==> src/rtl/stopwatch_ctrl.sv <==
// Stopwatch control sequencer: conditions the start/stop, lap and clear
// buttons, runs the IDLE/RUN/LAP/STOP machine and gates the count prescaler
// that feeds the BCD counter chain. Every output comes straight from a flop.
module stopwatch_ctrl #(
    parameter int DIV       = 1_000_000,
    parameter int DB_CYCLES = 500_000
) (
    input  logic clk,
    input  logic reset,
    input  logic ststop,
    input  logic lap,
    input  logic clear,
    output logic run,
    output logic tick,
    output logic clr,
    output logic disp_hold,
    output logic lap_strobe
);
    localparam int DB_W = $clog2(DB_CYCLES + 1);
    localparam int PS_W = $clog2(DIV);
    localparam logic [DB_W-1:0] DB_LAST = DB_W'(DB_CYCLES - 1);
    localparam logic [PS_W-1:0] PS_LAST = PS_W'(DIV - 1);

    // Button lanes: 0 = clear, 1 = start/stop, 2 = lap.
    logic [2:0] btn_raw;
    logic [2:0] btn_evt;
    assign btn_raw = {lap, ststop, clear};

    generate
        for (genvar gi = 0; gi < 3; gi++) begin : g_btn
            logic            sync1_q, sync2_q;
            logic            lvl_q, lvl_d;
            logic            evt_q, evt_d;
            logic [DB_W-1:0] cnt_q, cnt_d;

            // Debounce: count consecutive cycles the synchronized level disagrees
            // with the accepted level; accept it after DB_CYCLES of disagreement.
            always_comb begin
                cnt_d = '0;
                lvl_d = lvl_q;
                evt_d = 1'b0;
                if (sync2_q != lvl_q) begin
                    if (cnt_q == DB_LAST) begin
                        lvl_d = sync2_q;
                        evt_d = sync2_q;   // only a press (rising level) is an event
                    end else begin
                        cnt_d = cnt_q + DB_W'(1);
                    end
                end
            end

            // Synchronizer, debounce state and the registered event pulse.
            always_ff @(posedge clk) begin
                if (reset) begin
                    sync1_q <= 1'b0;
                    sync2_q <= 1'b0;
                    cnt_q   <= '0;
                    lvl_q   <= 1'b0;
                    evt_q   <= 1'b0;
                end else begin
                    sync1_q <= btn_raw[gi];
                    sync2_q <= sync1_q;
                    cnt_q   <= cnt_d;
                    lvl_q   <= lvl_d;
                    evt_q   <= evt_d;
                end
            end

            assign btn_evt[gi] = evt_q;
        end
    endgenerate

    logic ev_clear, ev_ststop, ev_lap;
    assign ev_clear  = btn_evt[0];
    assign ev_ststop = btn_evt[1];
    assign ev_lap    = btn_evt[2];

    typedef enum logic [1:0] {
        S_IDLE = 2'd0,
        S_RUN  = 2'd1,
        S_LAP  = 2'd2,
        S_STOP = 2'd3
    } state_t;

    state_t          state_q, state_d;
    logic            run_q, run_d;
    logic            hold_q, hold_d;
    logic            clr_q, clr_d;
    logic            strobe_q, strobe_d;
    logic            tick_q, tick_d;
    logic [PS_W-1:0] ps_q, ps_d;

    // Next state and pulse outputs; clear beats start/stop beats lap.
    always_comb begin
        state_d  = state_q;
        clr_d    = 1'b0;
        strobe_d = 1'b0;
        case (state_q)
            S_IDLE: begin
                if (ev_clear)       clr_d   = 1'b1;
                else if (ev_ststop) state_d = S_RUN;
            end
            S_RUN: begin
                if (ev_ststop) begin
                    state_d = S_STOP;
                end else if (ev_lap) begin
                    state_d  = S_LAP;
                    strobe_d = 1'b1;
                end
            end
            S_LAP: begin
                if (ev_ststop)   state_d = S_STOP;
                else if (ev_lap) state_d = S_RUN;
            end
            S_STOP: begin
                if (ev_clear) begin
                    state_d = S_IDLE;
                    clr_d   = 1'b1;
                end else if (ev_ststop) begin
                    state_d = S_RUN;
                end
            end
            default: state_d = S_IDLE;
        endcase
        run_d  = (state_d == S_RUN) || (state_d == S_LAP);
        hold_d = (state_d == S_LAP);
    end

    // Prescaler only advances across edges where run stays high, so a stop
    // freezes the partial interval and no tick can land while run is low.
    always_comb begin
        ps_d   = ps_q;
        tick_d = 1'b0;
        if (clr_d) begin
            ps_d = '0;
        end else if (run_q && run_d) begin
            if (ps_q == PS_LAST) begin
                ps_d   = '0;
                tick_d = 1'b1;
            end else begin
                ps_d = ps_q + PS_W'(1);
            end
        end
    end

    // State, prescaler and output registers.
    always_ff @(posedge clk) begin
        if (reset) begin
            state_q  <= S_IDLE;
            run_q    <= 1'b0;
            hold_q   <= 1'b0;
            clr_q    <= 1'b0;
            strobe_q <= 1'b0;
            tick_q   <= 1'b0;
            ps_q     <= '0;
        end else begin
            state_q  <= state_d;
            run_q    <= run_d;
            hold_q   <= hold_d;
            clr_q    <= clr_d;
            strobe_q <= strobe_d;
            tick_q   <= tick_d;
            ps_q     <= ps_d;
        end
    end

    assign run        = run_q;
    assign tick       = tick_q;
    assign clr        = clr_q;
    assign disp_hold  = hold_q;
    assign lap_strobe = strobe_q;
endmodule
==> config.mk <==
export PLATFORM = sky130hd
export DESIGN_NAME = stopwatch_ctrl
export DESIGN_NICKNAME = d
export VERILOG_FILES = /design/src/rtl/stopwatch_ctrl.sv
export SDC_FILE = /design/constraint.sdc
export NUM_CORES = 1
export LEC_CHECK = 0
export ABC_CLOCK_PERIOD_IN_PS = 9000
export CORE_AREA = 3 3 97 99
export DETAILED_ROUTE_END_ITERATION = 16
export DIE_AREA = 0 0 100 102
export GPL_TIMING_DRIVEN = 1
export PLACE_DENSITY = 0.66
export SYNTH_ARGS = -nofsm -noshare
export SYNTH_HDL_FRONTEND = slang
export SYNTH_SLANG_ARGS = --single-unit
==> constraint.sdc <==
create_clock -name clk -period 9 [get_ports clk]
set_input_delay 1.35 -clock clk [delete_from_list [all_inputs] [get_ports clk]]
set_output_delay 1.35 -clock clk [all_outputs]
set_load 0.03 [all_outputs]
==> results.toml, run 1 <==
[logic_synthesis]
synth-simple-area-share_pct = 31.3
synthXorXnorAreaFrac_pct = 10.6
synth-seq-cells = 96
synthArstFlopShare_pct = 0
synthCells = 487
yosysSeqAreaShare_pct = 44.7
yosys.area.top_type = "dfxtp_1"
syn-num-nets = 501
syn_avg_cell_area_um2 = 8.83
ys_types = 45
synth.area.top_cells = "dfxtp_1, xnor2_1, nor2_1, nand3_1, xor2_1"
muxShareOfSynthArea_pct = 0.233
synth_top_family_by_area = "simple AND/OR/NAND/NOR gates"
syn-cell-area_mm2 = 0.00430
synth_compound_area_share_pct = 8.18
ys.warnings.count = 0
synth_ff_type = "dfxtp_1"
synth_adder_area_share_pct = 2.62
synth_enable_flop_cells = 0
synth_top_cell_area_share_pct = 44.7

[clock_tree]
clkSinkCount = 96
worstSkewPairLatency_ps = 360
ctsResizeCount = 0
clkTransAtPathRegs_ps = 90
clk_path_buf_depth = 2
cts_tree = "built"
hold_buffers = 0
htree_num_levels = 3
cts_buffers = 9
clock-root-buffer = "clkbuf_8"
postCtsSetupBuffers = 0

[setup_path]
cpMostUsedCell = "ha_1"
worst_path_max_delay_cell = "o41ai_2"
crit_start = "state_q[1]"
r2r_setup_slack_ps = 5760
crit_type = "reg2reg"
critical_path.max_stage_delay_ps = 870
cpLargestDelayFamily = "compound AO/OA/AOI/OAI gates"
crit_required_ps = 9250
r2r_cells = 9
reg2reg_to = "ps_q[19]"
worst-path-buf-inv = 2
critPathArrivalTime_ps = 3480
worstSetupEndpointType = "register"
timing.rr.start = "state_q[1]"
critPathLaunchType = "register"
critPathMaxFanout = 11
critical_path.cell_chain = "inv_1 -> ha_1 -> a2111o_1 -> o21ai_0 -> ha_1 -> nand3b_1 -> o41ai_2 -> buf_4 -> a21oi_1"

[timing]
setup_viol = 0
timing.fmax_mhz = 309
hold_violations = 0
slew_headroom_pct = 16.9
worst_pin_slew_ps = 1240
rsz0062_at_grt = "false"
drv_slew = 0
min_period_ps = 3240
fin_crit_sh_pct = 36.0
skew_ps = 5.99
tns_ps = 0
layout_setup_ws_ps = 5760

[worst_hold_path]
worst_hold_path_type = "reg2reg"
min_from = "g_btn[0].sync1_q"
min_delay_worst_endpoint = "g_btn[0].sync2_q"
hold_depth = 1

[floorplanning]
initial_core_util_pct = 49.8
io_pins = 10
core_mm2 = 0.00864
num_rows = 34
dieHeight_um = 102
fp.dieArea_mm2 = 0.0102
dieWidth_um = 100

[finish]
layout.nets = 510
antenna_cells = 0
finalInstanceArea_mm2 = 0.00469
drive_above_1_share_pct = 5.20
area_growth_pct = 9.17

[power_and_ir_drop]
clkPwrFrac_pct = 40.8
seq_power_share_pct = 58.0
comb_power_share_pct = 1.3
p_leak_nw = 1.35
internal_power_mw = 0.585
netSwitchingFraction_pct = 20.6
ir_drop_uv = 84.8
power_density_mw_per_mm2 = 157
switchingPower_mw = 0.151

[detailed_routing]
ant_nets = 0
wirelength_um = 7810
routedWlPerCell_um = 12.8
via_count = 3372
route.detailed.drc = 0
first_pass_iters = 4
drtIter0Drc = 83
viasPerCell = 5.55

[job]
drv_cap = 0

[global_route]
antenna_found_initial = 0
grt_max_degree = 24
grt_pass1_wl_um = 14000
grt_pass1_vias = 3195
grt_usage_pct = 16.6
overflow = 0

[outcome]
status = "completed"

[place]
io_buffers = 9
place_congestion = 0.779
dpl-instance-area_mm2 = 0.00448
dp_hpwl_um = 5410
place_ws_ps = 5460
==> flip-flops by register name, summed over array words and instances, names as in the netlist <==
signal,count
g_btn.cnt_q,57
ps_q,20
g_btn.lvl_q,3
g_btn.sync1_q,3
g_btn.sync2_q,3
state_q,2
clr,1
disp_hold,1
ev_clear,1
ev_lap,1
ev_ststop,1
lap_strobe,1
run,1
tick,1
==> synthesized netlist by cell type (3+ instances only) <==
cell,number
and4_1,5
nor3b_1,4
or2_2,3
a21oi_1,26
nand4_1,20
nor2_1,68
o21ai_0,15
inv_1,12
and2_1,5
or3_1,16
ha_1,9
nand3_1,32
clkbuf_1,9
o31ai_1,10
dfxtp_1,96
nor2b_1,12
nor4_1,16
xor2_1,16
nor3_1,9
nand2_1,22
xnor2_1,36
or4_1,10
and3_1,5
nor4b_1,5
==> cells in the final DEF (no fill, tap or decap), types with 10 or more instances in the layout <==
master and instances:
nand3_1 32, or4_1 10, o31ai_1 10, a21oi_1 26, xor2_1 16, nor2b_1 12
o21ai_0 15, nand4_1 20, xnor2_1 36, dfxtp_1 96, or3_1 16, nor4_1 16
inv_1 12, nor2_1 68, nand2_1 22
==> stage by stage <==
stage               hold WS [ps]  util, %  instances  total power [mW]
finish                       446     54.3        608             0.737
detailed placement           424     51.9        593             0.447
global placement             427     51.9        593             0.446
global route                 470     54.3        608             0.765
floorplan                    414        -        487             0.443
CTS                          450     54.3        608             0.749
==> how the worst max path moves through the flow <==
stage,cells after the start,endpoint,slack (ps)
after floorplan,10,ps_q[17],6160
after CTS,9,ps_q[19],5730
after global placement,4,g_btn[0].cnt_q[16],5570
after global routing,9,ps_q[4],5450
after detailed placement,4,g_btn[2].cnt_q[11],5460
final,9,ps_q[19],5760
==> worst reg2reg max path: stages (launching register included) <==
cell and delay (ps):
dfxtp_1 420, inv_1 90, ha_1 230, a2111o_1 380, o21ai_0 120, ha_1 320
nand3b_1 330, o41ai_2 870, buf_4 320, a21oi_1 60
==> routing by layer <==
| layer | vias up | part of all wire, % | track usage [%] |
|---|---|---|---|
| met5 | - | 0 | 0 |
| met4 | 0 | 1.3 | 6.11 |
| met3 | 9 | 2.7 | 4.30 |
| met2 | 26 | 46 | 27.1 |
| met1 | 1578 | 50 | 21.4 |
| li1 | 1759 | - | - |
==> final cells by class <==
class                   instances  area, µm²
well taps                     108        135
clock inverters                 5       81.3
inverters                      12       45.0
fillers                       807       3940
flip-flops and latches         96       1920
clock buffers                  10        128
multi-input cells             367       2280
repair buffers                 10       97.6
==> power by group through the flow <==
stage	combinational, mW	clock, mW	sequential, mW
after global placement	0.00947	0	0.437
after floorplan	0.00624	0	0.437
after CTS	0.00964	0.312	0.427
final	0.00942	0.300	0.427
after global routing	0.0107	0.327	0.427
after detailed placement	0.00961	0	0.437
==> cell families (layout without fill, tap and decap cells) <==
group / after synthesis / after routing
simple gates: 246 / 246
flops: 96 / 96
compound gates: 59 / 59
xor+xnor: 52 / 52
buf+inv: 24 / 37
fa+ha+maj: 9 / 9
mux: 1 / 1
Power figures use the tool's default switching activity.
==> run 2: changes to the inputs <==
Settings changed: ABC_CLOCK_PERIOD_IN_PS 9000 to 3200.
Clock period 9 ns to 3.2 ns, I/O delays scaled along.
==> run 2 against run 1 <==
Largest cell class unchanged. Sequential cell count unchanged. Core utilization increased by 0.64 points. Final cell count up 1.3%. Register-to-register slack got worse by 5600 ps. Clock-buffer cell count rose by 1.
==> results.toml, run 2 (synthesized netlist as in run 1, its figures left out) <==
[setup_path]
crit_required_ps = 3500
worstSetupEndpointType = "register"
cpMostUsedCell = "ha_1"
crit_type = "reg2reg"
critical_path.cell_chain = "inv_1 -> ha_1 -> a2111o_1 -> o21ai_0 -> ha_1 -> nand4b_1 -> or3_4 -> or4_1 -> a21oi_1"
critPathArrivalTime_ps = 3300
critPathMaxFanout = 7
critical_path.max_stage_delay_ps = 490
worst_path_max_delay_cell = "or4_1"
critPathLaunchType = "register"

[detailed_routing]
first_pass_iters = 4
ant_nets = 0
wirelength_um = 7880
wl_met1_um = 3960
wl_met2_um = 3510
top_layer_used = "met4"
via_count = 3465
route.detailed.drc = 0
drtIter0Drc = 73
wl_met3_um = 252
routedWlPerCell_um = 12.8
viasPerCell = 5.63

[finish]
layout.nets = 517
mostFrequentLayoutCells = "dfxtp_1, nor2_1, xnor2_1, nand3_1, a21oi_1"
largest_reg_flops = 57
reg.largest.list = "g_btn.cnt_q x57, ps_q x20"
antenna_cells = 0
fin_util_pct = 55.0
multi_input_comb_area_mm2 = 0.00229
fillers = 798
area_growth_pct = 10.4
top_register = "g_btn.cnt_q"
layout_commonest_cell = "dfxtp_1"
seq_area_mm2 = 0.00192
drive_above_1_share_pct = 7.09

[global_route]
grt_pass1_wl_um = 13900
grt_pass1_vias = 3213
antenna_found_initial = 0
grt_usage_pct = 16.5
overflow = 0
grt_max_degree = 23

[job]
drv_cap = 0

[floorplanning]
fp.dieArea_mm2 = 0.0102
initial_core_util_pct = 49.8
dieHeight_um = 102
core_mm2 = 0.00864
num_rows = 34
dieWidth_um = 100
io_pins = 10

[place]
place_congestion = 0.903
place_ws_ps = 120
dp_hpwl_um = 5490
io_buffers = 9

[power_and_ir_drop]
p_total_mw = 2.04
ir_drop_uv = 198
p_leak_nw = 1.38
power_density_mw_per_mm2 = 430

[timing]
fin_crit_sh_pct = 93.7
drv_slew = 0
min_period_ps = 3000
hold_violations = 0
worst_pin_slew_ps = 587
setup_viol = 0
timing.fmax_mhz = 334
skew_ps = 8.91
layout_setup_ws_ps = 203
slew_headroom_pct = 60.6
rsz0062_at_grt = "false"
tns_ps = 0

[clock_tree]
clk_path_buf_depth = 2
hold_buffers = 0
htree_num_levels = 3
clkSinkCount = 96
clock-root-buffer = "clkbuf_8"
worstSkewPairLatency_ps = 360
clkTransAtPathRegs_ps = 90
cts_tree = "built"
cts_buffers = 9

[worst_hold_path]
worst_hold_path_type = "reg2reg"

[outcome]
status = "completed"
run 2: cell count changes in the layout (fill, tap and decap cells not counted), sizes merged:
cell,change
buf,+7
bufinv,-1
clkbuf,+1
clkinv,+1
clkinvlp,+1
inv,-1
run 2: critical path, delay by kind of cell (launching register included):
kind            cells  cell delay (ps)
compound gates      3              670
flops               1              420
simple gates        3             1200
fa+ha+maj           2              560
buf+inv             1               90
run 2: final cells by class:
class	instances	area share [%]
clock inverters	5	1.16
repair buffers	17	3.16
well taps	108	2.85
inverters	12	0.949
clock buffers	11	3.19
multi-input cells	367	48.2
flip-flops and latches	96	40.5
run 2: stage by stage:
stage | hold WS [ps] | cell area [µm²] | std cells
floorplan | 414 | 4300 | 487
global placement | 419 | 4520 | 598
detailed placement | 438 | 4520 | 598
CTS | 458 | 4730 | 614
global route | 463 | 4750 | 616
finish | 450 | 4750 | 616
run 2: layer usage:
metal	vias up	GRT usage, %
li1	1781	-
met3	15	2.94
met4	0	7.67
met2	49	26.7
met5	-	0
met1	1620	21.6
run 2: final timing paths:
path              slack [ps]             start  cells past startpoint                to
setup reg to reg         200        state_q[1]                      9          ps_q[17]
hold / removal           450  g_btn[0].sync1_q                      1  g_btn[0].sync2_q
hold reg to reg          450  g_btn[0].sync1_q                      1  g_btn[0].sync2_q
setup / recovery         200        state_q[1]                      9          ps_q[17]
run 2: power by group:
group          total [mW]  internal, mW  switching (mW)
logic              0.0297        0.0126          0.0171
registers            1.20          1.20         0.00267
clock network       0.812         0.401           0.410
total                2.04          1.61           0.430
run 2: timing repair:
action / CTS / global route
endpoints found under the setup margin: 0 / 2
resized for setup: 0 / 1
setup buffers: 0 / 2
